--- src/rtl/apb_bus_master_if.sv ---
// Peripheral bus bundle between the core's control/datapath side and the
// APB-style slaves. The master modport is what apb_bus_master sees.
interface apb_bus_master_if #(
    parameter int ADDR_W     = 32,
    parameter int DATA_W     = 32,
    parameter int NUM_SLAVES = 4
);
    // Request side (control unit / datapath)
    logic                  transfer;
    logic                  WRITE_req;
    logic [ADDR_W-1:0]     ADDR_in;
    logic [DATA_W-1:0]     WDATA_in;
    logic [DATA_W-1:0]     RDATA_q;
    logic                  access_done;
    logic                  bus_error;

    // Bus side (slaves)
    logic                  READY;
    logic                  SLVERR;
    logic [DATA_W-1:0]     RDATA;
    logic [ADDR_W-1:0]     PADDR;
    logic [NUM_SLAVES-1:0] PSEL;
    logic                  ENABLE;
    logic                  WRITE;
    logic [DATA_W-1:0]     WDATA;

    modport master (
        input  transfer, WRITE_req, ADDR_in, WDATA_in, READY, SLVERR, RDATA,
        output PADDR, PSEL, ENABLE, WRITE, WDATA, RDATA_q, access_done, bus_error
    );

    modport slave (
        output transfer, WRITE_req, ADDR_in, WDATA_in, READY, SLVERR, RDATA,
        input  PADDR, PSEL, ENABLE, WRITE, WDATA, RDATA_q, access_done, bus_error
    );
endinterface

--- src/rtl/apb_bus_master.sv ---
// APB-style peripheral bus sequencer. Captures a load/store request in IDLE,
// decodes the slave select from an address field, runs SETUP/ACCESS with a
// bounded wait on READY and finishes with a one-cycle DONE pulse.
// Every output is decoded from registered state only.
module apb_bus_master #(
    parameter int ADDR_W     = 32,
    parameter int DATA_W     = 32,
    parameter int NUM_SLAVES = 4,
    parameter int SEL_LSB    = 12,
    parameter int TIMEOUT    = 15
) (
    input  logic                  CLK,
    input  logic                  RESET,
    apb_bus_master_if.master      bus
);
    localparam int              IDX_W    = $clog2(NUM_SLAVES);
    localparam int              HI_LSB   = SEL_LSB + IDX_W;
    localparam logic [7:0]      TMO_LAST = 8'(TIMEOUT - 1);

    typedef enum logic [1:0] {
        S_IDLE,
        S_SETUP,
        S_ACCESS,
        S_DONE
    } state_t;

    state_t              state_q, state_d;
    logic [ADDR_W-1:0]   addr_q, addr_d;
    logic [DATA_W-1:0]   wdata_q, wdata_d;
    logic                write_q, write_d;
    logic [IDX_W-1:0]    idx_q, idx_d;
    logic                err_q, err_d;
    logic [7:0]          cnt_q, cnt_d;
    logic [DATA_W-1:0]   rdata_q, rdata_d;

    logic                upper_nz;
    logic                in_bus;
    logic [NUM_SLAVES-1:0] psel_dec;

    // Any set bit above the slave-index field means no slave owns the address
    assign upper_nz = |(bus.ADDR_in >> HI_LSB);

    // State and captured-request registers, cleared asynchronously
    always_ff @(posedge CLK or posedge RESET) begin
        if (RESET) begin
            state_q <= S_IDLE;
            addr_q  <= '0;
            wdata_q <= '0;
            write_q <= 1'b0;
            idx_q   <= '0;
            err_q   <= 1'b0;
            cnt_q   <= '0;
            rdata_q <= '0;
        end else begin
            state_q <= state_d;
            addr_q  <= addr_d;
            wdata_q <= wdata_d;
            write_q <= write_d;
            idx_q   <= idx_d;
            err_q   <= err_d;
            cnt_q   <= cnt_d;
            rdata_q <= rdata_d;
        end
    end

    // Next-state logic: request capture, wait counting, completion status
    always_comb begin
        state_d = state_q;
        addr_d  = addr_q;
        wdata_d = wdata_q;
        write_d = write_q;
        idx_d   = idx_q;
        err_d   = err_q;
        cnt_d   = '0;
        rdata_d = rdata_q;

        case (state_q)
            S_IDLE: begin
                if (bus.transfer) begin
                    addr_d  = bus.ADDR_in;
                    wdata_d = bus.WDATA_in;
                    write_d = bus.WRITE_req;
                    idx_d   = bus.ADDR_in[SEL_LSB +: IDX_W];
                    if (upper_nz) begin
                        // Decode error: skip the bus cycle entirely
                        err_d   = 1'b1;
                        state_d = S_DONE;
                    end else begin
                        err_d   = 1'b0;
                        state_d = S_SETUP;
                    end
                end
            end
            S_SETUP: begin
                state_d = S_ACCESS;
            end
            S_ACCESS: begin
                // READY wins over the timeout when both happen together
                if (bus.READY) begin
                    err_d = bus.SLVERR;
                    if (!write_q) begin
                        rdata_d = bus.SLVERR ? '0 : bus.RDATA;
                    end
                    state_d = S_DONE;
                end else if (cnt_q >= TMO_LAST) begin
                    // This is the TIMEOUT-th cycle with READY low: give up
                    err_d   = 1'b1;
                    rdata_d = '0;
                    state_d = S_DONE;
                end else begin
                    cnt_d = (cnt_q == 8'hFF) ? cnt_q : cnt_q + 8'd1;
                end
            end
            S_DONE: begin
                state_d = S_IDLE;
            end
            default: begin
                state_d = S_IDLE;
            end
        endcase
    end

    // Bus phase flag shared by the select, direction and write-data decodes
    always_comb begin
        in_bus = (state_q == S_SETUP) || (state_q == S_ACCESS);
    end

    // One-hot slave select from the registered index
    generate
        for (genvar gi = 0; gi < NUM_SLAVES; gi++) begin : g_psel
            assign psel_dec[gi] = in_bus && (idx_q == IDX_W'(gi));
        end
    endgenerate

    assign bus.PADDR       = addr_q;
    assign bus.PSEL        = psel_dec;
    assign bus.ENABLE      = (state_q == S_ACCESS);
    assign bus.WRITE       = in_bus && write_q;
    assign bus.WDATA       = (in_bus && write_q) ? wdata_q : '0;
    assign bus.RDATA_q     = rdata_q;
    assign bus.access_done = (state_q == S_DONE);
    assign bus.bus_error   = (state_q == S_DONE) && err_q;
endmodule

--- src/flat_wrapper.sv ---
// flat-port wrapper written by rule: the top's interface ports become plain ports
module apb_bus_master_flat 
#(
    parameter int ADDR_W     = 32,
    parameter int DATA_W     = 32,
    parameter int NUM_SLAVES = 4,
    parameter int SEL_LSB    = 12,
    parameter int TIMEOUT    = 15
)
  (CLK, RESET, bus_transfer, bus_WRITE_req, bus_ADDR_in, bus_WDATA_in, bus_READY, bus_SLVERR, bus_RDATA, bus_PADDR, bus_PSEL, bus_ENABLE, bus_WRITE, bus_WDATA, bus_RDATA_q, bus_access_done, bus_bus_error);
  apb_bus_master_if #(.ADDR_W(ADDR_W), .DATA_W(DATA_W), .NUM_SLAVES(NUM_SLAVES)) bus_i ();
  input  logic CLK;
  input  logic RESET;
  input wire logic [$bits(bus_i.transfer)-1:0] bus_transfer;
  input wire logic [$bits(bus_i.WRITE_req)-1:0] bus_WRITE_req;
  input wire logic [$bits(bus_i.ADDR_in)-1:0] bus_ADDR_in;
  input wire logic [$bits(bus_i.WDATA_in)-1:0] bus_WDATA_in;
  input wire logic [$bits(bus_i.READY)-1:0] bus_READY;
  input wire logic [$bits(bus_i.SLVERR)-1:0] bus_SLVERR;
  input wire logic [$bits(bus_i.RDATA)-1:0] bus_RDATA;
  output wire logic [$bits(bus_i.PADDR)-1:0] bus_PADDR;
  output wire logic [$bits(bus_i.PSEL)-1:0] bus_PSEL;
  output wire logic [$bits(bus_i.ENABLE)-1:0] bus_ENABLE;
  output wire logic [$bits(bus_i.WRITE)-1:0] bus_WRITE;
  output wire logic [$bits(bus_i.WDATA)-1:0] bus_WDATA;
  output wire logic [$bits(bus_i.RDATA_q)-1:0] bus_RDATA_q;
  output wire logic [$bits(bus_i.access_done)-1:0] bus_access_done;
  output wire logic [$bits(bus_i.bus_error)-1:0] bus_bus_error;
  assign bus_i.transfer = bus_transfer;
  assign bus_i.WRITE_req = bus_WRITE_req;
  assign bus_i.ADDR_in = bus_ADDR_in;
  assign bus_i.WDATA_in = bus_WDATA_in;
  assign bus_i.READY = bus_READY;
  assign bus_i.SLVERR = bus_SLVERR;
  assign bus_i.RDATA = bus_RDATA;
  assign bus_PADDR = bus_i.PADDR;
  assign bus_PSEL = bus_i.PSEL;
  assign bus_ENABLE = bus_i.ENABLE;
  assign bus_WRITE = bus_i.WRITE;
  assign bus_WDATA = bus_i.WDATA;
  assign bus_RDATA_q = bus_i.RDATA_q;
  assign bus_access_done = bus_i.access_done;
  assign bus_bus_error = bus_i.bus_error;
  apb_bus_master #(.ADDR_W(ADDR_W), .DATA_W(DATA_W), .NUM_SLAVES(NUM_SLAVES), .SEL_LSB(SEL_LSB), .TIMEOUT(TIMEOUT)) u_core (.CLK(CLK), .RESET(RESET), .bus(bus_i));
endmodule
--- config.mk ---
export PLATFORM = sky130hd
export DESIGN_NAME = apb_bus_master_flat
export DESIGN_NICKNAME = d
export VERILOG_FILES = /design/src/rtl/apb_bus_master_if.sv /design/src/rtl/apb_bus_master.sv /design/src/flat_wrapper.sv
export SDC_FILE = /design/constraint.sdc
export NUM_CORES = 1
export LEC_CHECK = 0
export CORE_UTILIZATION = 42
export CTS_CLUSTER_DIAMETER = 200
export DETAILED_ROUTE_END_ITERATION = 12
export PLACE_DENSITY = 0.81
export SYNTH_ARGS = -nofsm -noshare
export SYNTH_HDL_FRONTEND = slang
export SYNTH_SLANG_ARGS = --single-unit
--- constraint.sdc ---
create_clock -name CLK -period 4.33 [get_ports CLK]
set_input_delay 0.866 -clock CLK [delete_from_list [all_inputs] [get_ports CLK]]
set_output_delay 0.866 -clock CLK [all_outputs]
set_load 0.005 [all_outputs]
* Word level (Yosys, flattened, before mapping)
Cells that the tools add are included.
** Word-level totals
- Register bits after elaboration :: 110
- Latch bits :: 0
- Bits of input ports :: 102
- RAM bits :: 0
- Output and inout bits :: 104
- Word-level logic and storage cells :: 56
- Bits in read-only memories :: 0
- Memories kept :: 0
** Operators by class
- $mul :: 0
- Div/mod/pow operators :: 0
- Magnitude comparators :: 1
- Eq/ne operators :: 11
- Reduce and logical (&&, ||, !) cells :: 16
- Add/subtract/negate cells :: 1
- Mux-type cells :: 19
- Shifts and indexed selects :: 0
- Bitwise gates (word level) :: 0
** Operators by type and width (count)
- 2-to-1 mux 32 bit :: 5
- 2-to-1 mux 8 bit :: 4
- OR reduction 18 bit :: 1
- adder 8 x 1 -> 8 bit, second input constant :: 1
- equality test 2 bit, second input constant :: 4
- equality test 8 bit, second input constant :: 1
- greater-or-equal comparator 8 x 4 -> 1 bit, second input constant :: 1
- 2-to-1 mux 2 bit :: 4
- case mux 2 bit (4 select lines) :: 1
- logical AND 1 bit :: 6
- AND reduction 3 bit :: 2
- equality test 2 x 1 -> 1 bit, second input constant :: 2
- zero test 2 bit :: 2
- 2-to-1 mux 1 bit :: 4
- != test 2 bit, second input constant :: 2
- != test 4 x 3 -> 1 bit, second input constant :: 1
- AND reduction 2 bit :: 2
- nonzero test 2 bit :: 2
- != test 3 x 2 -> 1 bit, second input constant :: 1
- case mux 1 bit (2 select lines) :: 1
- logical OR 1 bit :: 1

* Logic depth before layout (Yosys ltp)
- Depth in word-level cells :: 5
- Mapped depth :: 7
- Mapped depth without buffers :: 6

* Worst setup path after synthesis
Ideal clock, no wire load.
- Path kind :: reg2out
- From :: register u_core.state_q[1]
- To :: output bus_WDATA[10]
- Arrival :: 1.294 ns
- Buffers on the path :: 2
- Stages on the path, launching flop included :: 6
- Setup slack :: 2.170 ns
- Required time :: 3.464 ns
- Cells stage by stage :: dfrtp_1 > inv_1 > ha_1 > clkbuf_1 > clkbuf_1 > and3_1
** Between the ends
- Longest elaborated chain between the ends :: 4
- Elaborated cells on any way between the ends :: 5
- Classes of those cells :: eq/ne (2); mux (1); reduce/logical (2)
** Ends and longest elaborated chain
- start: declaration :: line apb_bus_master.sv:27 : state_t state_q, state_d;
- start signal: assignment :: line apb_bus_master.sv:55 : state_q <= state_d;
- equality test 2 x 1 -> 1 bit or equality test 2 bit (tied branches) :: line apb_bus_master.sv:125 : in_bus = (state_q == S_SETUP) || (state_q == S_ACCESS);
- logical OR 1 bit (*) :: line apb_bus_master.sv:125
- logical AND 1 bit (*) :: line apb_bus_master.sv:139 : assign bus.WDATA = (in_bus && write_q) ? wdata_q : '0;
- 2-to-1 mux 32 bit (*) :: line apb_bus_master.sv:139
- end: declaration :: line flat_wrapper.sv:25 : output wire logic [$bits(bus_i.WDATA)-1:0] bus_WDATA;
Every way passes the cells marked *; elsewhere a longest branch is shown, timed or not.

* Worst setup path after layout
- From :: register u_core.state_q[1]
- To :: output bus_WDATA[30]
The elaborated chain is that of the path after synthesis.

==> results.py <==
metrics = {
    "run_status": {
        "run_status": "finished, final reports clean",
    },
    "job": {
        "max-cap-violations": 0,
    },
    "cells_and_area": {
        "syn2layout_area_growth_pct": 51.6,
        "final_core_utilization_pct": 66.1,
        "layout-drive-gt1-share_pct": 16.3,
        "n_antenna_cell": 0,
        "design.final.nets": 686,
    },
    "timing": {
        "fin_worst_skew_ns": 0.0140,
        "timing.slew.headroom_pct": 37.6,
        "drv_slew": 0,
        "post-route-min-period_ns": 3.42,
        "finalHoldViolCount": 0,
        "grt_setup_unrepaired": "false",
        "totalNegativeSetupSlack_ns": 0,
        "final.period_utilization_pct": 79.0,
        "fmaxAchievable_ghz": 0.292,
        "worst-slew-pin-transition_ns": 0.936,
        "report.final.setup_viol": 0,
    },
    "placed_design": {
        "dp_hpwl_mm": 8.18,
        "port_buffers": 205,
        "globalplace.congestion": 0.754,
    },
    "global_routing": {
        "first_pass_grt_wire_length_mm": 18.1,
        "via_count_of_the_first_global_routing_pass": 3653,
        "globalRoute.totalOverflow": 0,
        "largest_net_degree_at_the_start_of_global_routing": 65,
        "track_usage_pct": 20.5,
        "antenna_found_initial": 0,
    },
    "setup_path": {
        "worst_setup_path_start_kind": "flip-flop",
        "crit_path_max_fanout": 38,
        "crit_arrival_ns": 2.55,
        "worst-setup-path-type": "flip-flop to output pin",
        "worst_setup_path_end_kind": "output pin",
        "critical_path_required_ns": 3.46,
    },
    "die": {
        "initial_core_util_pct": 43.6,
        "floorplan.die.height_um": 106,
        "floorplan.core_area_mm2": 0.0104,
        "ios": 206,
        "floorplan.die_area_mm2": 0.0112,
        "placement_rows": 37,
        "die_w_um": 106,
    },
    "synth": {
        "cell_area_after_synthesis_mm2": 0.00454,
        "synth_area_per_cell_um2": 12.0,
        "ys_warn_count": 0,
        "synthCells": 380,
        "synth.yosys.seq_area_share_pct": 59.5,
        "post_synth_num_cell_types": 35,
        "flop_and_latch_count_out_of_synthesis": 108,
    },
    "clock_network": {
        "post_cts_resize_count": 0,
        "clkSlewWorstSetupHoldPaths_ns": 0.10,
        "clock_sinks": 108,
        "cts-htree-levels": 3,
        "clk_root_buffer_cell": "sky130_fd_sc_hd__clkbuf_8",
        "insertion_delay_ns": 0.35,
        "postCtsSetupRepairBufs": 0,
        "cts_tree": "yes",
        "cts_buffer_count": 9,
        "clockBufferDepth": 2,
        "cts-hold-fix-buffers": 0,
    },
    "pwr": {
        "powerDensity_mw_per_mm2": 648,
        "sw_frac_of_total_pct": 31.1,
        "sequentialPowerShare_pct": 39.7,
        "total_switching_power_uw": 1390,
        "power.leakage_uw": 0.00299,
        "pwr-share-clk_pct": 12.1,
        "p_int_uw": 3080,
        "ir_drop_v": 0.000403,
        "combPwrFrac_pct": 48.2,
    },
    "route": {
        "via_per_inst": 4.92,
        "first_iter_violations": 110,
        "detail-route-antenna-nets": 0,
        "wl_mm": 11.2,
        "drt-pass1-iter-count": 4,
        "drc_errors": 0,
        "avgRoutedWirePerCell_um": 15.6,
        "dr_total_vias": 3541,
    },
    "hold_path": {
        "hold_class": "flip-flop to flip-flop",
    },
}
## per-stage QoR
stage	area (µm²)	cells	setup WS (ns)	hold slack (ns)	power (µW)
3_3_place_gp	6720	704	1.35	0.464	3880
2_1_floorplan	4550	382	0.618	0.451	2670
5_1_grt	6890	719	0.741	0.515	4760
6_report	6890	719	0.910	0.485	4470
4_1_cts	6890	719	0.909	0.492	4510
3_5_place_dp	6720	704	1.32	0.469	3950
## power by group through the flow
stage               Clock [µW]  Combinational, µW  Sequential [µW]
floorplan                    0                941             1730
global placement             0               2110             1770
detailed placement           0               2160             1790
CTS                        560               2180             1770
global route               597               2320             1840
finish                     541               2150             1770
## synth_stat cells
library cell	number	area share (%)
sky130_fd_sc_hd__and3_2	1	0.17
sky130_fd_sc_hd__nand2_1	70	5.8
sky130_fd_sc_hd__o2111ai_1	1	0.19
sky130_fd_sc_hd__ha_1	5	1.4
sky130_fd_sc_hd__and3b_1	1	0.19
sky130_fd_sc_hd__nor2_1	7	0.58
sky130_fd_sc_hd__inv_1	4	0.33
sky130_fd_sc_hd__o31a_1	1	0.19
sky130_fd_sc_hd__or3_4	1	0.25
sky130_fd_sc_hd__mux2_4	1	0.33
sky130_fd_sc_hd__dfrtp_1	108	59
sky130_fd_sc_hd__nor2b_1	2	0.28
sky130_fd_sc_hd__a21boi_0	1	0.17
sky130_fd_sc_hd__buf_6	1	0.25
sky130_fd_sc_hd__nor3_1	1	0.11
sky130_fd_sc_hd__clkbuf_1	19	1.6
sky130_fd_sc_hd__mux2_2	65	16
sky130_fd_sc_hd__or2b_1	1	0.17
sky130_fd_sc_hd__nor3b_1	1	0.17
sky130_fd_sc_hd__conb_1	1	0.083
sky130_fd_sc_hd__buf_2	5	0.55
sky130_fd_sc_hd__o21ai_0	32	3.5
sky130_fd_sc_hd__or4_4	1	0.25
sky130_fd_sc_hd__o211a_1	1	0.22
sky130_fd_sc_hd__nand3_1	1	0.11
sky130_fd_sc_hd__o41ai_4	1	0.61
sky130_fd_sc_hd__nand2b_1	1	0.14
sky130_fd_sc_hd__nor4_1	4	0.55
sky130_fd_sc_hd__o211ai_4	1	0.47
sky130_fd_sc_hd__a31oi_1	3	0.41
sky130_fd_sc_hd__a21o_2	1	0.19
sky130_fd_sc_hd__and3_1	33	4.5
sky130_fd_sc_hd__o211ai_1	1	0.17
sky130_fd_sc_hd__mux2i_1	1	0.22
sky130_fd_sc_hd__and2_1	2	0.28
## placed cells by master, fill, tap and decap left out, drive strengths merged, types with 2 or more instances in the layout
cell and n:
clkinv 3, buf 6, ha 5, dfrtp 108, nand2 70, nor4 4, conb 3, o21ai 32
mux2 66, and2 2, nor2 7, nor2b 2, inv 4, clkdlybuf4s50 205, clkbuf 11, o211ai 2
a31oi 3, and3 34
## cell type report
type                       count  area, µm²
clock inverter                 4       26.3
inverter                       4       17.5
multi-input combinational    245       1730
timing repair buffer         211       2100
tap                          136        170
clock buffer                  11        141
fill                         782       3530
sequential                   108       2700
## path summary, 6_finish.rpt
path,from,end,slack (ns),cells after the start
hold / removal,u_core.bus.RDATA_q[22]$_DFFE_PP0P_,u_core.bus.RDATA_q[22]$_DFFE_PP0P_,0.49,2
min in group asynchronous,RESET,u_core.bus.RDATA_q[27]$_DFFE_PP0P_,1.00,2
setup reg to reg,u_core.write_q$_DFFE_PP0P_,u_core.bus.RDATA_q[6]$_DFFE_PP0P_,2.12,4
hold reg to reg,u_core.bus.RDATA_q[22]$_DFFE_PP0P_,u_core.bus.RDATA_q[22]$_DFFE_PP0P_,0.49,2
setup / recovery,u_core.state_q[1]$_DFFE_PP0P_,bus_WDATA[30],0.91,4
max in group asynchronous,RESET,u_core.bus.RDATA_q[5]$_DFFE_PP0P_,2.53,3
## kinds of logic after synthesis
family                     after synthesis  synth area share (%)
other                                    1                0.0825
DFF                                    108                  59.5
buffers and inverters                   29                  2.70
adders and majority gates                5                  1.38
and+or+nand+nor                        127                  13.5
AOI/OAI and AO/OA                       43                  6.14
muxes                                   67                  16.7
## critical path, stage by stage (launching register included)
cell                              delay [ns]
sky130_fd_sc_hd__dfrtp_1                0.40
sky130_fd_sc_hd__inv_1                  0.07
sky130_fd_sc_hd__ha_1                   0.89
sky130_fd_sc_hd__and3_1                 0.31
sky130_fd_sc_hd__clkdlybuf4s50_1        0.53
## registers in the layout, summed over array words and instances (netlist names)
name	flops
u_core.bus.PADDR	31
u_core.bus.RDATA_q	32
u_core.cnt_q	8
u_core.err_q	1
u_core.idx_q	1
u_core.state_q	2
u_core.wdata_q	32
u_core.write_q	1
## layer usage
| metal | wire length, µm | track usage, % |
|---|---|---|
| met1 | 4590 | 24.6 |
| met2 | 5590 | 35.6 |
| met3 | 858 | 5.46 |
| met4 | 188 | 7.04 |
| met5 | 0 | 0 |
Note: power is estimated with default switching activity, not from simulation.
